<file path="config.mk">
export PLATFORM = sky130hd
export DESIGN_NAME = alu_issue_stage_flat
export DESIGN_NICKNAME = d
export VERILOG_FILES = /design/src/rtl/alu_pkg.sv /design/src/rtl/alu_issue_stage_if.sv /design/src/rtl/alu_decode.sv /design/src/rtl/alu_issue_stage.sv /design/src/flat_wrapper.sv
export SDC_FILE = /design/constraint.sdc
export NUM_CORES = 1
export LEC_CHECK = 0
export ABC_AREA = 1
export CELL_PAD_IN_SITES_DETAIL_PLACEMENT = 0
export CELL_PAD_IN_SITES_GLOBAL_PLACEMENT = 1
export CORE_ASPECT_RATIO = 1.25
export CORE_MARGIN = 3
export CORE_UTILIZATION = 30
export DETAILED_ROUTE_END_ITERATION = 7
export PLACE_DENSITY_LB_ADDON = 0.1
export SYNTH_ARGS = -nofsm -noshare
export SYNTH_HDL_FRONTEND = slang
export SYNTH_SLANG_ARGS = --single-unit
</file>
<file path="constraint.sdc">
create_clock -name clk -period 4.1 [get_ports clk]
set_clock_uncertainty 0.1 [all_clocks]
set_input_delay 0.41 -clock clk [delete_from_list [all_inputs] [get_ports clk]]
set_output_delay 0.41 -clock clk [all_outputs]
set_load 0.01 [all_outputs]
</file>
<file path="src/rtl/alu_pkg.sv">
`default_nettype none
// ============================================================================
// Module      : alu_pkg
// Description : ALU operation codes, MIPS opcode/funct constants, decode bundle
// Revision    : 1.0 - initial release
// ============================================================================
package alu_pkg;

    localparam int XLEN   = 32;
    localparam int RIDX_W = 5;

    localparam logic [3:0] ALU_AND = 4'b0000;
    localparam logic [3:0] ALU_OR  = 4'b0001;
    localparam logic [3:0] ALU_ADD = 4'b0010;
    localparam logic [3:0] ALU_XOR = 4'b0011;
    localparam logic [3:0] ALU_SLL = 4'b0100;
    localparam logic [3:0] ALU_SRL = 4'b0101;
    localparam logic [3:0] ALU_SUB = 4'b0110;
    localparam logic [3:0] ALU_SLT = 4'b0111;
    localparam logic [3:0] ALU_NOR = 4'b1100;

    localparam logic [5:0] OP_RTYPE = 6'b000000;
    localparam logic [5:0] OP_BEQ   = 6'b000100;
    localparam logic [5:0] OP_BNE   = 6'b000101;
    localparam logic [5:0] OP_ADDI  = 6'b001000;
    localparam logic [5:0] OP_ADDIU = 6'b001001;
    localparam logic [5:0] OP_SLTI  = 6'b001010;
    localparam logic [5:0] OP_ANDI  = 6'b001100;
    localparam logic [5:0] OP_ORI   = 6'b001101;
    localparam logic [5:0] OP_XORI  = 6'b001110;
    localparam logic [5:0] OP_LUI   = 6'b001111;
    localparam logic [5:0] OP_LW    = 6'b100011;
    localparam logic [5:0] OP_SW    = 6'b101011;

    localparam logic [5:0] FN_SLL  = 6'b000000;
    localparam logic [5:0] FN_SRL  = 6'b000010;
    localparam logic [5:0] FN_SLLV = 6'b000100;
    localparam logic [5:0] FN_SRLV = 6'b000110;
    localparam logic [5:0] FN_ADD  = 6'b100000;
    localparam logic [5:0] FN_ADDU = 6'b100001;
    localparam logic [5:0] FN_SUB  = 6'b100010;
    localparam logic [5:0] FN_SUBU = 6'b100011;
    localparam logic [5:0] FN_AND  = 6'b100100;
    localparam logic [5:0] FN_OR   = 6'b100101;
    localparam logic [5:0] FN_XOR  = 6'b100110;
    localparam logic [5:0] FN_NOR  = 6'b100111;
    localparam logic [5:0] FN_SLT  = 6'b101010;

    typedef struct packed {
        logic [XLEN-1:0]   a;
        logic [XLEN-1:0]   b;
        logic [3:0]        ctrl;
        logic [RIDX_W-1:0] dst;
        logic              reg_write;
        logic              illegal;
    } dec_t;

    function automatic logic [XLEN-1:0] sext16(input logic [15:0] imm);
        return {{16{imm[15]}}, imm};
    endfunction

    function automatic logic [XLEN-1:0] zext16(input logic [15:0] imm);
        return {16'b0, imm};
    endfunction

endpackage
`default_nettype wire

</file>
<file path="src/rtl/alu_issue_stage_if.sv">
`default_nettype none
// ============================================================================
// Module      : alu_issue_stage_if
// Description : ID->EX issue handshake and operand bus
// Revision    : 1.0 - initial release
// ============================================================================
interface alu_issue_stage_if #(
    parameter int DATA_W = 32,
    parameter int REG_W  = 5
);
    logic              flush;
    logic              id_valid;
    logic              id_ready;
    logic [5:0]        id_opcode;
    logic [5:0]        id_funct;
    logic [4:0]        id_shamt;
    logic [15:0]       id_imm;
    logic [DATA_W-1:0] id_rs_data;
    logic [DATA_W-1:0] id_rt_data;
    logic [REG_W-1:0]  id_rt;
    logic [REG_W-1:0]  id_rd;
    logic              ex_ready;
    logic              ex_valid;
    logic [DATA_W-1:0] ex_A;
    logic [DATA_W-1:0] ex_B;
    logic [3:0]        ex_alu_control;
    logic [REG_W-1:0]  ex_dst;
    logic              ex_reg_write;
    logic              ex_illegal;

    modport master (
        output flush, id_valid, id_opcode, id_funct, id_shamt, id_imm,
               id_rs_data, id_rt_data, id_rt, id_rd, ex_ready,
        input  id_ready, ex_valid, ex_A, ex_B, ex_alu_control, ex_dst,
               ex_reg_write, ex_illegal
    );

    modport slave (
        input  flush, id_valid, id_opcode, id_funct, id_shamt, id_imm,
               id_rs_data, id_rt_data, id_rt, id_rd, ex_ready,
        output id_ready, ex_valid, ex_A, ex_B, ex_alu_control, ex_dst,
               ex_reg_write, ex_illegal
    );
endinterface
`default_nettype wire

</file>
<file path="src/rtl/alu_decode.sv">
`default_nettype none
// ============================================================================
// Module      : alu_decode
// Description : Combinational MIPS opcode/funct decode into ALU operands
// Revision    : 1.0 - initial release
// ============================================================================
module alu_decode
    import alu_pkg::*;
(
    input  logic [5:0]        opcode,
    input  logic [5:0]        funct,
    input  logic [4:0]        shamt,
    input  logic [15:0]       imm,
    input  logic [XLEN-1:0]   rs_data,
    input  logic [XLEN-1:0]   rt_data,
    input  logic [RIDX_W-1:0] rt,
    input  logic [RIDX_W-1:0] rd,
    output dec_t              dec
);

    always_comb begin
        // Fallback is the illegal encoding: ADD of rs/rt with no writeback
        dec           = '0;
        dec.a         = rs_data;
        dec.b         = rt_data;
        dec.ctrl      = ALU_ADD;
        dec.dst       = rt;
        dec.reg_write = 1'b0;
        dec.illegal   = 1'b1;
        if (opcode == OP_RTYPE) begin
            dec.dst       = rd;
            dec.reg_write = 1'b1;
            dec.illegal   = 1'b0;
            case (funct)
                FN_SLL:           begin dec.a = {27'b0, shamt}; dec.ctrl = ALU_SLL; end
                FN_SRL:           begin dec.a = {27'b0, shamt}; dec.ctrl = ALU_SRL; end
                FN_SLLV:          dec.ctrl = ALU_SLL;
                FN_SRLV:          dec.ctrl = ALU_SRL;
                FN_ADD, FN_ADDU:  dec.ctrl = ALU_ADD;
                FN_SUB, FN_SUBU:  dec.ctrl = ALU_SUB;
                FN_AND:           dec.ctrl = ALU_AND;
                FN_OR:            dec.ctrl = ALU_OR;
                FN_XOR:           dec.ctrl = ALU_XOR;
                FN_NOR:           dec.ctrl = ALU_NOR;
                FN_SLT:           dec.ctrl = ALU_SLT;
                default: begin
                    dec.reg_write = 1'b0;
                    dec.illegal   = 1'b1;
                end
            endcase
        end else begin
            dec.illegal = 1'b0;
            case (opcode)
                OP_ADDI, OP_ADDIU: begin dec.b = sext16(imm); dec.reg_write = 1'b1; end
                OP_SLTI: begin dec.b = sext16(imm); dec.ctrl = ALU_SLT; dec.reg_write = 1'b1; end
                OP_ANDI: begin dec.b = zext16(imm); dec.ctrl = ALU_AND; dec.reg_write = 1'b1; end
                OP_ORI:  begin dec.b = zext16(imm); dec.ctrl = ALU_OR;  dec.reg_write = 1'b1; end
                OP_XORI: begin dec.b = zext16(imm); dec.ctrl = ALU_XOR; dec.reg_write = 1'b1; end
                // lui is issued as imm << 16 so the ALU needs no dedicated op
                OP_LUI: begin
                    dec.a         = 32'd16;
                    dec.b         = zext16(imm);
                    dec.ctrl      = ALU_SLL;
                    dec.reg_write = 1'b1;
                end
                OP_LW:          begin dec.b = sext16(imm); dec.reg_write = 1'b1; end
                OP_SW:          dec.b = sext16(imm);
                OP_BEQ, OP_BNE: dec.ctrl = ALU_SUB;
                default:        dec.illegal = 1'b1;
            endcase
        end
    end

endmodule
`default_nettype wire

</file>
<file path="src/rtl/alu_issue_stage.sv">
`default_nettype none
// ============================================================================
// Module      : alu_issue_stage
// Description : ID->EX issue register with valid/ready, stall and flush
// Revision    : 1.0 - initial release
// ============================================================================
module alu_issue_stage
    import alu_pkg::*;
#(
    parameter int DATA_W = 32,
    parameter int REG_W  = 5
) (
    input  logic               clk,
    input  logic               rst_n,
    alu_issue_stage_if.slave   bus
);

    dec_t              w_dec;
    logic              r_valid;
    logic [DATA_W-1:0] r_a;
    logic [DATA_W-1:0] r_b;
    logic [3:0]        r_ctrl;
    logic [REG_W-1:0]  r_dst;
    logic              r_reg_write;
    logic              r_illegal;

    alu_decode u_decode (
        .opcode  (bus.id_opcode),
        .funct   (bus.id_funct),
        .shamt   (bus.id_shamt),
        .imm     (bus.id_imm),
        .rs_data (bus.id_rs_data),
        .rt_data (bus.id_rt_data),
        .rt      (bus.id_rt),
        .rd      (bus.id_rd),
        .dec     (w_dec)
    );

    // Readiness ignores flush: a flushed cycle still reports the slot as open
    assign bus.id_ready = !r_valid || bus.ex_ready;

    always_ff @(posedge clk or negedge rst_n) begin
        if (!rst_n) begin
            r_valid     <= 1'b0;
            r_a         <= '0;
            r_b         <= '0;
            r_ctrl      <= ALU_AND;
            r_dst       <= '0;
            r_reg_write <= 1'b0;
            r_illegal   <= 1'b0;
        end else if (bus.flush) begin
            r_valid     <= 1'b0;
            r_reg_write <= 1'b0;
        end else if (bus.id_ready) begin
            r_valid <= bus.id_valid;
            if (bus.id_valid) begin
                r_a         <= w_dec.a;
                r_b         <= w_dec.b;
                r_ctrl      <= w_dec.ctrl;
                r_dst       <= w_dec.dst;
                r_reg_write <= w_dec.reg_write;
                r_illegal   <= w_dec.illegal;
            end
        end
    end

    assign bus.ex_valid       = r_valid;
    assign bus.ex_A           = r_a;
    assign bus.ex_B           = r_b;
    assign bus.ex_alu_control = r_ctrl;
    assign bus.ex_dst         = r_dst;
    assign bus.ex_reg_write   = r_reg_write;
    assign bus.ex_illegal     = r_illegal;

endmodule
`default_nettype wire
</file>
<file path="src/flat_wrapper.sv">
// flat-port wrapper written by rule: the top's interface ports become plain ports
module alu_issue_stage_flat import alu_pkg::*;
#(
    parameter int DATA_W = 32,
    parameter int REG_W  = 5
)
  (clk, rst_n, bus_flush, bus_id_valid, bus_id_opcode, bus_id_funct, bus_id_shamt, bus_id_imm, bus_id_rs_data, bus_id_rt_data, bus_id_rt, bus_id_rd, bus_ex_ready, bus_id_ready, bus_ex_valid, bus_ex_A, bus_ex_B, bus_ex_alu_control, bus_ex_dst, bus_ex_reg_write, bus_ex_illegal);
  alu_issue_stage_if #(.DATA_W(DATA_W), .REG_W(REG_W)) bus_i ();
  input  logic clk;
  input  logic rst_n;
  input wire logic [$bits(bus_i.flush)-1:0] bus_flush;
  input wire logic [$bits(bus_i.id_valid)-1:0] bus_id_valid;
  input wire logic [$bits(bus_i.id_opcode)-1:0] bus_id_opcode;
  input wire logic [$bits(bus_i.id_funct)-1:0] bus_id_funct;
  input wire logic [$bits(bus_i.id_shamt)-1:0] bus_id_shamt;
  input wire logic [$bits(bus_i.id_imm)-1:0] bus_id_imm;
  input wire logic [$bits(bus_i.id_rs_data)-1:0] bus_id_rs_data;
  input wire logic [$bits(bus_i.id_rt_data)-1:0] bus_id_rt_data;
  input wire logic [$bits(bus_i.id_rt)-1:0] bus_id_rt;
  input wire logic [$bits(bus_i.id_rd)-1:0] bus_id_rd;
  input wire logic [$bits(bus_i.ex_ready)-1:0] bus_ex_ready;
  output wire logic [$bits(bus_i.id_ready)-1:0] bus_id_ready;
  output wire logic [$bits(bus_i.ex_valid)-1:0] bus_ex_valid;
  output wire logic [$bits(bus_i.ex_A)-1:0] bus_ex_A;
  output wire logic [$bits(bus_i.ex_B)-1:0] bus_ex_B;
  output wire logic [$bits(bus_i.ex_alu_control)-1:0] bus_ex_alu_control;
  output wire logic [$bits(bus_i.ex_dst)-1:0] bus_ex_dst;
  output wire logic [$bits(bus_i.ex_reg_write)-1:0] bus_ex_reg_write;
  output wire logic [$bits(bus_i.ex_illegal)-1:0] bus_ex_illegal;
  assign bus_i.flush = bus_flush;
  assign bus_i.id_valid = bus_id_valid;
  assign bus_i.id_opcode = bus_id_opcode;
  assign bus_i.id_funct = bus_id_funct;
  assign bus_i.id_shamt = bus_id_shamt;
  assign bus_i.id_imm = bus_id_imm;
  assign bus_i.id_rs_data = bus_id_rs_data;
  assign bus_i.id_rt_data = bus_id_rt_data;
  assign bus_i.id_rt = bus_id_rt;
  assign bus_i.id_rd = bus_id_rd;
  assign bus_i.ex_ready = bus_ex_ready;
  assign bus_id_ready = bus_i.id_ready;
  assign bus_ex_valid = bus_i.ex_valid;
  assign bus_ex_A = bus_i.ex_A;
  assign bus_ex_B = bus_i.ex_B;
  assign bus_ex_alu_control = bus_i.ex_alu_control;
  assign bus_ex_dst = bus_i.ex_dst;
  assign bus_ex_reg_write = bus_i.ex_reg_write;
  assign bus_ex_illegal = bus_i.ex_illegal;
  alu_issue_stage #(.DATA_W(DATA_W), .REG_W(REG_W)) u_core (.clk(clk), .rst_n(rst_n), .bus(bus_i));
endmodule
</file>
======== After elaboration in Yosys (flattened, before gate mapping) ========
Cells that the tools add are included.
storage, ports and cells
  flip-flop bits (word level) ............. 76
  bits in latches ......................... 0
  RAM bits ................................ 0
  bits in read-only memories .............. 0
  word-level logic and storage cells ...... 67
  memories kept ........................... 0
operators by class
  add/sub/neg operators ................... 0
  $mul .................................... 0
  divide/modulo/power cells ............... 0
  $lt $le $gt $ge ......................... 0
  equality and inequality tests ........... 23
  shifts and indexed selects .............. 0
  multiplexer cells ....................... 18
  bitwise gates (word level) .............. 1
  reduce and logical (&&, ||, !) cells .... 18
operators by type and width
  cell                count
  $mux 32             4
  $eq 6x6->1 const B  11
  $pmux 32 s2         1
  $eq 6x4->1 const B  7
  $pmux 4 s8          1
  $eq 6x3->1 const B  4
  $pmux 3 s6          1
  $reduce_or 13->1    1
  $logic_not 6->1     2
  $reduce_or 11->1    1
  $reduce_or 2->1     5
  $reduce_or 8->1     1
  $mux 1              7
  $eq 6x2->1 const B  1
  $mux 5              1
  $reduce_or 5->1     1
  $mux 2              2
  $mux 4              1
  $reduce_bool 2->1   2
  $reduce_or 4->1     1
  $reduce_and 3->1    1
  $reduce_and 2->1    1
  $logic_not 1->1     1
  $logic_or 1x1->1    1
  $not 1->1           1

======== Depth between registers and ports, before layout ========
Gate-level depths: netlist (run 1).
  word-level depth ........................ 7
  gate-level depth with buffers ........... 10
  gate-level depth less buffers ........... 10

======== Hierarchy ========
From an unflattened synthesis (run 1), not the netlist that was laid out.
unflattened totals
  cells, all modules ...................... 605
  area total of the unflattened synthesis .. 4,215.3 um^2
by module, submodules not included
  module           times used  cells an instance  area an instance (um^2)
  alu_issue_stage  1           335                3,056.7
  alu_decode       1           270                1,158.6

======== Worst setup path before layout (run 1) ========
OpenSTA, ideal clock, no wires.
  path kind ............................... input to register
  from .................................... input port bus_ex_ready
  to ...................................... register u_core.r_b[22], in the netlist u_core.bus.ex_B[22]
  library setup time ...................... 0.124 ns
  arrival time ............................ 1.311 ns
  data required time ...................... 3.876 ns
  slack ................................... 2.565 ns
  stages .................................. 8
  cells stage by stage .................... inv_1 nand2_2 nand2_2 nor2_8 inv_2 a21oi_4 buf_4 a21oi_1
on the way
  cells in the longest elaborated chain, start to end .. 2
ends and longest elaborated chain
  element                            line                   source
  start: declaration                 flat_wrapper.sv:21     input wire logic [$bits(bus_i.ex_ready)-1:0] bus_ex_ready;
  $logic_or 1x1->1                   alu_issue_stage.sv:40  assign bus.id_ready = !r_valid || bus.ex_ready;
  via bus_id_ready                   flat_wrapper.sv:22     output wire logic [$bits(bus_i.id_ready)-1:0] bus_id_ready;
  $reduce_and 3->1 (no source line)  -
  end signal: assignment             alu_issue_stage.sv:58  r_b <= w_dec.b;
  end: declaration                   alu_issue_stage.sv:21  logic [DATA_W-1:0] r_b;
The timed path passes the listed nets, and every way through them passes these cells.
A chain may end at the register's enable or synchronous reset.

======== Worst setup path after layout (run 1) ========
  from .................................... input port bus_id_opcode[5]
  to ...................................... register u_core.r_b[25], in the netlist u_core.bus.ex_B[25]
on the way
  cells in the longest elaborated chain, start to end .. 4
ends and longest elaborated chain
  element                                                              line                source
  start: declaration                                                   flat_wrapper.sv:13  input wire logic [$bits(bus_i.id_opcode)-1:0] bus_id_opcode;
  $eq 6x4->1 or $eq 6x6->1 (tied branches)                             alu_decode.sv:53    case (opcode)
  $reduce_or 5->1 (no source line) or $reduce_or 4->1 (tied branches)  -
  $pmux 32 s2                                                          alu_decode.sv:53
  $mux 32 (*)                                                          alu_decode.sv:30    if (opcode == OP_RTYPE) begin
Mark *: on every way between the ends. The rest lies on a longest branch, timed or not.

==> results of run 1 <==
[placed cells by master (no fill, tap or decap)]
cell type,n
a21oi_1,47
a21oi_2,5
a21oi_4,1
a31oi_1,4
and3_1,1
buf_4,3
bufinv_16,1
clkbuf_16,9
clkbuf_8,2
clkdlybuf4s50_1,187
clkinv_2,1
clkinvlp_4,4
dfrtp_1,76
inv_1,14
inv_2,3
inv_4,1
nand2_1,108
nand2_2,3
nand2_4,2
nand3_1,17
nand3_2,2
nand3_4,1
nand3b_1,1
nand4_1,3
nor2_1,62
nor2_2,1
nor2_4,4
nor2_8,1
o2111ai_1,1
o21a_1,1
o21ai_0,45
o21ai_1,11
o31ai_1,2
[metal layers]
metal	up-vias	track usage
met4	0	0.06486
met3	11	0.05282
met2	130	0.2958
met1	1685	0.2191
met5	-	0
li1	1806	-
[through the flow]
step / std cells / cell area [sq um] / power [mW]
6_report: 785 / 5923 / 2.363
5_1_grt: 785 / 5923 / 2.485
4_1_cts: 785 / 5923 / 2.399
3_5_place_dp: 769 / 5610 / 1.562
3_3_place_gp: 769 / 5610 / 1.555
2_1_floorplan: 438 / 3643 / 1.157
[cells by family after synthesis]
group | Yosys count | synth area share
buffers and inverters | 39 | 0.05597
DFF | 76 | 0.5220
and+or+nand+nor | 206 | 0.2486
AOI/OAI and AO/OA | 117 | 0.1734
[state kept, by name, indices dropped and copies added, names as in the netlist]
register,cells
u_core.bus.ex_A,32
u_core.bus.ex_B,32
u_core.bus.ex_dst,5
u_core.bus.ex_alu_control,4
u_core.bus.ex_illegal,1
u_core.bus.ex_reg_write,1
u_core.bus.ex_valid,1
[path summary, 6_finish.rpt]
path | endpoint | slack [ps]
worst min register to register | u_core.bus.ex_A[20]$_DFFE_PN0P_ | 380
worst min-delay path | u_core.bus.ex_B[23]$_DFFE_PN0P_ | 130
worst max register to register | u_core.bus.ex_alu_control[1]$_DFFE_PN0P_ | 2270
min in group clk | u_core.bus.ex_A[20]$_DFFE_PN0P_ | 380
worst max-delay path | u_core.bus.ex_B[25]$_DFFE_PN0P_ | 1790
max in group asynchronous | u_core.bus.ex_A[13]$_DFFE_PN0P_ | 3110
[cell usage after synthesis]
master	instances	area share
inv_4	1	0.0017
buf_4	1	0.0021
nand2_1	108	0.11
inv_1	14	0.014
nand2_4	2	0.0062
nand2_2	3	0.0052
clkbuf_2	1	0.0014
nand3b_1	1	0.0021
nor2_1	62	0.064
nor2_8	1	0.0055
clkbuf_1	6	0.0062
a31oi_1	4	0.0069
dfrtp_1	76	0.52
nand3_1	17	0.023
o21ai_0	45	0.062
nand3_2	2	0.0055
buf_2	6	0.0082
a21oi_1	47	0.065
clkbuf_4	1	0.0021
o2111ai_1	1	0.0024
clkinv_2	1	0.0014
o21a_1	1	0.0021
nand3_4	1	0.0048
o31ai_1	2	0.0041
nor2_2	1	0.0017
inv_2	3	0.0031
buf_6	5	0.015
and3_1	1	0.0017
a21oi_4	1	0.0045
a21oi_2	5	0.012
nand4_1	3	0.0052
nor2_4	4	0.012
o21ai_1	11	0.015
[critical path: stages]
cell and delay [ps]:
clkdlybuf4s50_1 520, nor2_4 90, nand3_1 170, clkinv_2 260
nor2_4 690, nand2_1 160, a21oi_2 170
[power groups by stage]
stage / sequential (mW) / clock [mW] / combinational, mW
2_1_floorplan: 0.990 / 0 / 0.167
3_3_place_gp: 0.936 / 0 / 0.619
3_5_place_dp: 0.938 / 0 / 0.624
4_1_cts: 0.927 / 0.847 / 0.625
5_1_grt: 0.942 / 0.871 / 0.672
6_report: 0.926 / 0.823 / 0.614
[area by class of cell]
class                      count  area, sq um  area share
clock buffer                  11        252.7     0.04267
multi-input combinational    323         1538      0.2596
clock inverter                 5        60.06     0.01014
tap                          161        201.4     0.03401
inverter                      19        75.07     0.01267
sequential                    76         1902      0.3211
timing repair buffer         190         1894      0.3198
==> results.py, run 1 <==
metrics = {
    "sta": {
        "rsz0062_at_grt": "false",
        "worst_slack_ps": 1793,
        "final.period_utilization": 0.5626,
        "tightest_slew_ps": 1000,
        "relSlewSlack": 0.3331,
        "setup_tns_ps": 0,
        "hold_viol_final": 0,
        "hold_ws_ps": 126.8,
        "max_freq_mhz": 433.5,
        "fin_crit_ps": 2307,
        "slew_violations": 0,
        "setup_violations": 0,
    },
    "routing": {
        "vias": 3632,
        "highest_layer": "met4",
        "drt-total-wl_um": 11830,
        "drcViolationCount": 0,
        "drtIter0Drc": 117,
        "wl_met3_um": 923,
        "wirelength_met1_um": 5063,
        "drt_pass1_iterations": 4,
        "wl_met2_um": 5683,
        "via_per_inst": 4.627,
        "wl_per_cell_um": 15.07,
        "antenna_left": 0,
    },
    "global_routing": {
        "grt-ovfl-total": 0,
        "grt_pass1_vias": 3698,
        "antenna_found_initial": 0,
        "grt_max_degree": 77,
        "grt_pass1_wl_um": 19210,
        "grt.total_usage": 0.1772,
    },
    "floorplanning": {
        "initial_core_util": 0.3107,
        "rows": 44,
        "io_pins": 189,
        "core_sq_mm": 0.01173,
        "die_w_um": 104.6,
        "dieArea_sq_mm": 0.01351,
        "die_y_um": 129.2,
    },
    "clocking": {
        "cts_root_buf": "clkbuf_16",
        "cts-resized-gates": 0,
        "htree_levels": 3,
        "clock_latency_ps": 330,
        "clkTransAtPathRegs_ps": 60,
        "cts_setup_buffers": 0,
        "ctsHoldBuffers": 0,
        "cts.sinks": 76,
        "cts-buffers-inserted": 9,
        "cts_tree": "built",
        "clockBufferDepth": 2,
    },
    "yosys": {
        "synthCells": 438,
        "syn_area_sq_mm": 0.003643,
        "synthDistinctLibCells": 33,
        "avgSynthCellArea_sq_um": 8.318,
        "yosys_register_bits": 76,
        "yosysSeqAreaShare": 0.5220,
        "syn-num-nets": 550,
        "synth_warnings": 0,
    },
    "placement": {
        "place_ws_ps": 1415,
        "dp_hpwl_um": 8381,
        "port_buffers": 188,
        "gp_congestion": 0.8048,
    },
    "worst_setup_path": {
        "r2r-start": "u_core.bus.ex_valid$_DFFE_PN0P_",
        "worstSetupStartpointType": "input port",
        "cp_max_fo": 33,
        "cp-end-kind": "register",
        "critPathRequiredTime_ps": 4260,
        "rr_worst_depth": 7,
        "startpoint": "bus_id_opcode[5]",
        "crit_arrival_ps": 2470,
        "crit_type": "input port to register",
    },
    "power_and_ir_drop": {
        "powerDensity_mw_per_mm2": 398.9,
        "p_clk_frac": 0.348,
        "p_sw_frac": 0.2713,
        "ir_worst_vdd_mv": 0.1701,
        "power.internal_mw": 1.722,
        "p_seq_frac": 0.392,
        "power_frac_comb": 0.260,
        "leakage_nw": 2.577,
        "p_sw_mw": 0.6412,
    },
    "final_layout": {
        "post-route-util": 0.5051,
        "area_growth_pct": 62.57,
        "diodes": 0,
        "layout-drive-gt1-share": 0.07051,
        "num-nets-final": 731,
        "fillers": 1109,
    },
    "worst_hold_path": {
        "holdCritPathClass": "input port to async pin",
    },
    "job": {
        "drv_cap": 0,
    },
    "run_status": {
        "status": "completed",
    },
}
Power figures use the tool's default switching activity.
==> run 2, diff against run 1 <==
CORE_UTILIZATION = 25   (was 30)
clock period = 2.05 ns   (was 4.1 ns; I/O delays follow)
==> run 2 against run 1 <==
Register-to-register slack worse by 1800 ps. Combinational power increased by 110%. Sequential power up 100%. Die area rose by 19%. Design area increased by 3.5%. Core utilization down 6.9 points. Critical path depth is 5 lower. Critical path type is now register to output pin. Sequential share of layout area decreased by 1.1 points. Routed wire length grew 4.4%. Global-route usage shrank 2.4 points. Cell count rose by 3.9%.
==> results.py, run 2 (synthesis results as in run 1) <==
metrics = {
    "run_status": {
        "status": "completed",
    },
    "global_routing": {
        "antenna_found_initial": 0,
        "grt_max_degree": 36,
        "grt_pass1_vias": 3795,
        "grt.total_usage": 0.1536,
        "grt_pass1_wl_um": 19690,
        "grt-ovfl-total": 0,
    },
    "floorplanning": {
        "rows": 48,
        "die_w_um": 114.0,
        "core_sq_mm": 0.01405,
        "dieArea_sq_mm": 0.01607,
        "die_y_um": 141.0,
        "initial_core_util": 0.2593,
        "io_pins": 189,
    },
    "worst_hold_path": {
        "holdCritPathClass": "input port to async pin",
    },
    "clocking": {
        "cts_tree": "built",
        "cts-buffers-inserted": 9,
        "htree_levels": 3,
        "cts_root_buf": "clkbuf_16",
        "clkTransAtPathRegs_ps": 60,
        "cts_setup_buffers": 0,
        "clock_latency_ps": 320,
        "cts.sinks": 76,
        "clockBufferDepth": 2,
    },
    "routing": {
        "antenna_left": 0,
        "drt_pass1_iterations": 4,
        "drtIter0Drc": 165,
        "via_per_inst": 4.525,
        "vias": 3692,
        "drt-total-wl_um": 12350,
        "wl_per_cell_um": 15.13,
        "drcViolationCount": 0,
    },
    "final_layout": {
        "fillers": 1417,
        "area_growth_pct": 68.34,
        "layout-drive-gt1-share": 0.09360,
        "finalInstanceArea_sq_mm": 0.006133,
        "diodes": 0,
        "num-nets-final": 748,
        "fin_cells": 816,
        "final_common_cell": "clkdlybuf4s50_1",
        "final_cell_mix": "clkdlybuf4s50_1, nand2_1, dfrtp_1",
    },
    "sta": {
        "rsz0062_at_grt": "false",
        "final.period_utilization": 0.8031,
        "tightest_slew_ps": 480.6,
        "slew_violations": 0,
        "setup_tns_ps": 0,
        "max_freq_mhz": 607.4,
        "hold_ws_ps": 268.5,
        "fin_crit_ps": 1646,
        "setup_violations": 0,
        "hold_viol_final": 0,
        "relSlewSlack": 0.6796,
    },
    "placement": {
        "dp.cells": 799,
        "dp_hpwl_um": 9170,
        "port_buffers": 188,
        "place_area_sq_mm": 0.005811,
        "gp_congestion": 0.7363,
    },
    "worst_setup_path": {
        "crit_type": "register to output pin",
        "crit_arrival_ps": 1340,
        "cp-end-kind": "output pin",
        "critPathRequiredTime_ps": 1750,
        "worstSetupStartpointType": "register",
        "cp_max_fo": 3,
    },
    "power_and_ir_drop": {
        "power_mw": 4.767,
        "leakage_nw": 2.696,
        "ir_worst_vdd_mv": 0.3917,
        "powerDensity_mw_per_mm2": 777.3,
    },
    "job": {
        "drv_cap": 0,
    },
}
run 2: cell count changes in the layout (fill, tap and decap cells not counted), sizes merged:
cell | previous run | this run
buf | 3 | 19
clkinv | 1 | 4
clkinvlp | 4 | 1
dlygate4sd3 | 0 | 1
run 2: worst paths after layout:
check / startpoint / depth (start not counted) / to / slack (ps)
worst max-delay path: u_core.bus.ex_valid$_DFFE_PN0P_ / 2 / bus_id_ready / 400
worst min-delay path: rst_n / 2 / u_core.bus.ex_A[3]$_DFFE_PN0P_ / 270
worst max register to register: u_core.bus.ex_valid$_DFFE_PN0P_ / 7 / u_core.bus.ex_A[19]$_DFFE_PN0P_ / 520
worst min register to register: u_core.bus.ex_alu_control[2]$_DFFE_PN0P_ / 2 / u_core.bus.ex_alu_control[2]$_DFFE_PN0P_ / 380
max in group asynchronous: rst_n / 3 / u_core.bus.ex_B[24]$_DFFE_PN0P_ / 990
min in group clk: bus_id_rt_data[20] / 3 / u_core.bus.ex_B[20]$_DFFE_PN0P_ / 330
run 2: report_power, final:
group / internal [mW] / leakage (nW) / total (mW) / switching (mW)
combinational: 0.738 / 1.65 / 1.27 / 0.533
sequential: 1.73 / 0.894 / 1.85 / 0.124
clock: 1.01 / 0.152 / 1.65 / 0.634
run 2: what timing repair did:
item / CTS / global route
hold buffers: 1 / 0
endpoints found under the setup margin: 0 / 0
resized for setup: 0 / 0
hold endpoints to repair: 32 / 0
run 2: cell type report:
cell class | instances | area [sq um] | area share
clock buffers | 11 | 252.7 | 0.04121
well taps | 175 | 219.0 | 0.03570
inverters | 19 | 75.07 | 0.01224
flip-flops and latches | 76 | 1902 | 0.3101
multi-input cells | 323 | 1538 | 0.2507
clock inverters | 5 | 60.06 | 0.009792
repair buffers | 207 | 2087 | 0.3403
run 2: worst max-delay path, stage by stage (launching register included):
cell	delay, ps
dfrtp_1	380
nand2_2	100
clkdlybuf4s50_1	540
run 2: routing by layer:
metal | wire (um) | GRT usage | vias up
met2 | 5959 | 0.2560 | 137
met3 | 1131 | 0.04551 | 14
li1 | - | - | 1844
met4 | 202 | 0.05503 | 0
met5 | 0 | 0 | -
met1 | 5056 | 0.1875 | 1697
run 2: per-stage QoR:
| step | setup slack [ps] | util |
|---|---|---|
| after detailed placement | 77.09 | 0.4135 |
| final | 403.7 | 0.4364 |
| after CTS | 379.1 | 0.4364 |
| after global routing | 282.6 | 0.4364 |
| after global placement | 84.39 | 0.4135 |
| after floorplan | 518.7 | - |
==> run 3, diff against run 2 <==
CORE_UTILIZATION = 28   (was 25)
clock period = 1.62 ns   (was 2.05 ns; I/O delays follow)
==> run 3 against run 2 <==
Worst setup slack got worse by 320 ps. Global-route usage increased by 2.2 points. Core utilization increased by 7.6 points. First-iteration DRC count decreased by 30%. Register-to-register slack got worse by 350 ps. Power increased by 26%. Critical path depth decreased by 1.
==> results.py, run 3 (synthesis results as in run 1) <==
metrics = {
    "run_status": {
        "status": "completed",
    },
    "routing": {
        "drcViolationCount": 0,
        "wl_per_cell_um": 14.70,
        "vias": 3831,
        "via_per_inst": 4.572,
        "drtIter0Drc": 115,
        "drt_pass1_iterations": 5,
        "antenna_left": 0,
        "drt-total-wl_um": 12320,
    },
    "floorplanning": {
        "dieArea_sq_mm": 0.01443,
        "core_sq_mm": 0.01244,
        "die_w_um": 108.0,
        "rows": 45,
        "io_pins": 189,
        "die_y_um": 133.5,
        "initial_core_util": 0.2928,
    },
    "final_layout": {
        "final_cell_mix": "clkdlybuf4s50_1, nand2_1, dfrtp_1",
        "diodes": 0,
        "num-nets-final": 781,
        "area_growth_pct": 75.10,
        "layout-drive-gt1-share": 0.1439,
        "fillers": 1210,
        "final_common_cell": "clkdlybuf4s50_1",
    },
    "sta": {
        "final.period_utilization": 0.9497,
        "fin_crit_ps": 1539,
        "slew_violations": 0,
        "hold_viol_final": 0,
        "relSlewSlack": 0.7615,
        "hold_ws_ps": 192.1,
        "max_freq_mhz": 650.0,
        "setup_violations": 0,
        "tightest_slew_ps": 357.8,
        "setup_tns_ps": 0,
        "rsz0062_at_grt": "false",
    },
    "global_routing": {
        "grt_max_degree": 44,
        "grt_pass1_vias": 3913,
        "grt_pass1_wl_um": 20250,
        "grt.total_usage": 0.1754,
        "antenna_found_initial": 0,
        "grt-ovfl-total": 0,
    },
    "clocking": {
        "clock_latency_ps": 330,
        "cts_tree": "built",
        "htree_levels": 3,
        "cts-buffers-inserted": 9,
        "cts.sinks": 76,
        "clkTransAtPathRegs_ps": 60,
        "cts_root_buf": "clkbuf_16",
        "clockBufferDepth": 2,
    },
    "worst_setup_path": {
        "rr_worst_depth": 6,
        "r2r_end": "u_core.bus.ex_A[15]$_DFFE_PN0P_",
        "worstSetupStartpointType": "register",
        "cp-end-kind": "output pin",
        "startpoint": "u_core.bus.ex_dst[3]$_DFFE_PN0P_",
        "cp_num_buf_inv": 1,
        "crit_family": "buffers and inverters",
        "cp_max_fo": 2,
        "critical_path.cell_chain": "clkdlybuf4s50_1",
        "r2r-start": "u_core.bus.ex_valid$_DFFE_PN0P_",
        "cp.depth": 1,
        "slowest_delay_ps": 590,
        "crit_arrival_ps": 1280,
        "r2r_slack_ps": 170,
        "crit_end": "bus_ex_dst[3]",
        "crit_type": "register to output pin",
        "critPathRequiredTime_ps": 1360,
        "slowest_stage": "clkdlybuf4s50_1",
    },
    "placement": {
        "gp_congestion": 0.8998,
        "port_buffers": 188,
        "dp_hpwl_um": 9186,
    },
    "power_and_ir_drop": {
        "p_seq_frac": 0.390,
        "p_clk_frac": 0.335,
        "p_sw_frac": 0.2707,
        "p_sw_mw": 1.630,
        "leakage_nw": 2.863,
        "powerDensity_mw_per_mm2": 943.5,
        "power_frac_comb": 0.275,
        "power.internal_mw": 4.390,
        "ir_worst_vdd_mv": 0.4489,
    },
    "worst_hold_path": {
        "holdCritPathClass": "input port to async pin",
    },
    "job": {
        "drv_cap": 0,
    },
}
==> run 3: changes by cell type in the layout (fill, tap and decap cells not counted), sizes merged <==
| cell | before | now |
|---|---|---|
| clkinvlp | 1 | 2 |
| dlygate4sd2 | 0 | 3 |
| buf | 19 | 51 |
| clkdlybuf4s50 | 187 | 183 |
| clkbuf | 11 | 10 |
| dlymetal6s2s | 0 | 1 |
| nor2 | 68 | 69 |
==> run 3: power by group through the flow <==
stage / clock network, mW / registers [mW] / logic, mW
after floorplan: 0 / 2.51 / 0.422
after CTS: 2.09 / 2.35 / 1.66
after global routing: 2.18 / 2.38 / 1.81
after global placement: 0 / 2.37 / 1.64
final: 2.02 / 2.35 / 1.65
after detailed placement: 0 / 2.38 / 1.65
==> run 3: per-layer routing <==
metal | global-route usage | vias up | share of wire
li1 | - | 1916 | -
met5 | 0 | - | 0
met4 | 0.05544 | 0 | 0.014
met1 | 0.2197 | 1770 | 0.42
met2 | 0.2936 | 132 | 0.49
met3 | 0.04605 | 13 | 0.077
==> run 3: repair_timing <==
item                       in CTS  in global routing
pin swaps                       5                  5
hold buffers                    1                  0
hold endpoints to repair       23                  0
setup endpoints to repair      37                 50
setup buffers                   4                  2
gates resized for setup         4                 10
gates cloned                    1                  0
==> run 3: area by class of cell <==
cell class	count	area (sq um)	share of cell area
Multi-Input combinational cell	324	1565	0.2453
Timing Repair Buffer	239	2330	0.3652
Sequential cell	76	1902	0.2981
Tap cell	164	205.2	0.03216
Inverter	19	75.07	0.01177
Clock inverter	6	63.81	0.01000
Clock buffer	10	239.0	0.03746
==> run 3: how the worst min path moves through the flow <==
stage | start | end | slack [ps] | cells after the start
floorplan | rst_n | u_core.bus.ex_A[0]$_DFFE_PN0P_ | -230 | 0
global placement | rst_n | u_core.bus.ex_B[29]$_DFFE_PN0P_ | 5 | 1
detailed placement | rst_n | u_core.bus.ex_B[29]$_DFFE_PN0P_ | 10 | 1
CTS | rst_n | u_core.bus.ex_B[29]$_DFFE_PN0P_ | 210 | 2
global route | rst_n | u_core.bus.ex_B[29]$_DFFE_PN0P_ | 230 | 2
finish | rst_n | u_core.bus.ex_B[29]$_DFFE_PN0P_ | 190 | 2
==> run 3: through the flow <==
step	total power [mW]	instance area, sq um	utilization	setup WS (ps)	instances
after floorplan	2.928	3643	-	88.67	438
final	6.020	6380	0.5127	81.43	838
after global placement	4.009	5954	0.4785	-519.6	814
after CTS	6.105	6317	0.5077	-7.943	836
after detailed placement	4.026	5954	0.4785	-550.1	814
after global routing	6.371	6380	0.5127	1.824	838
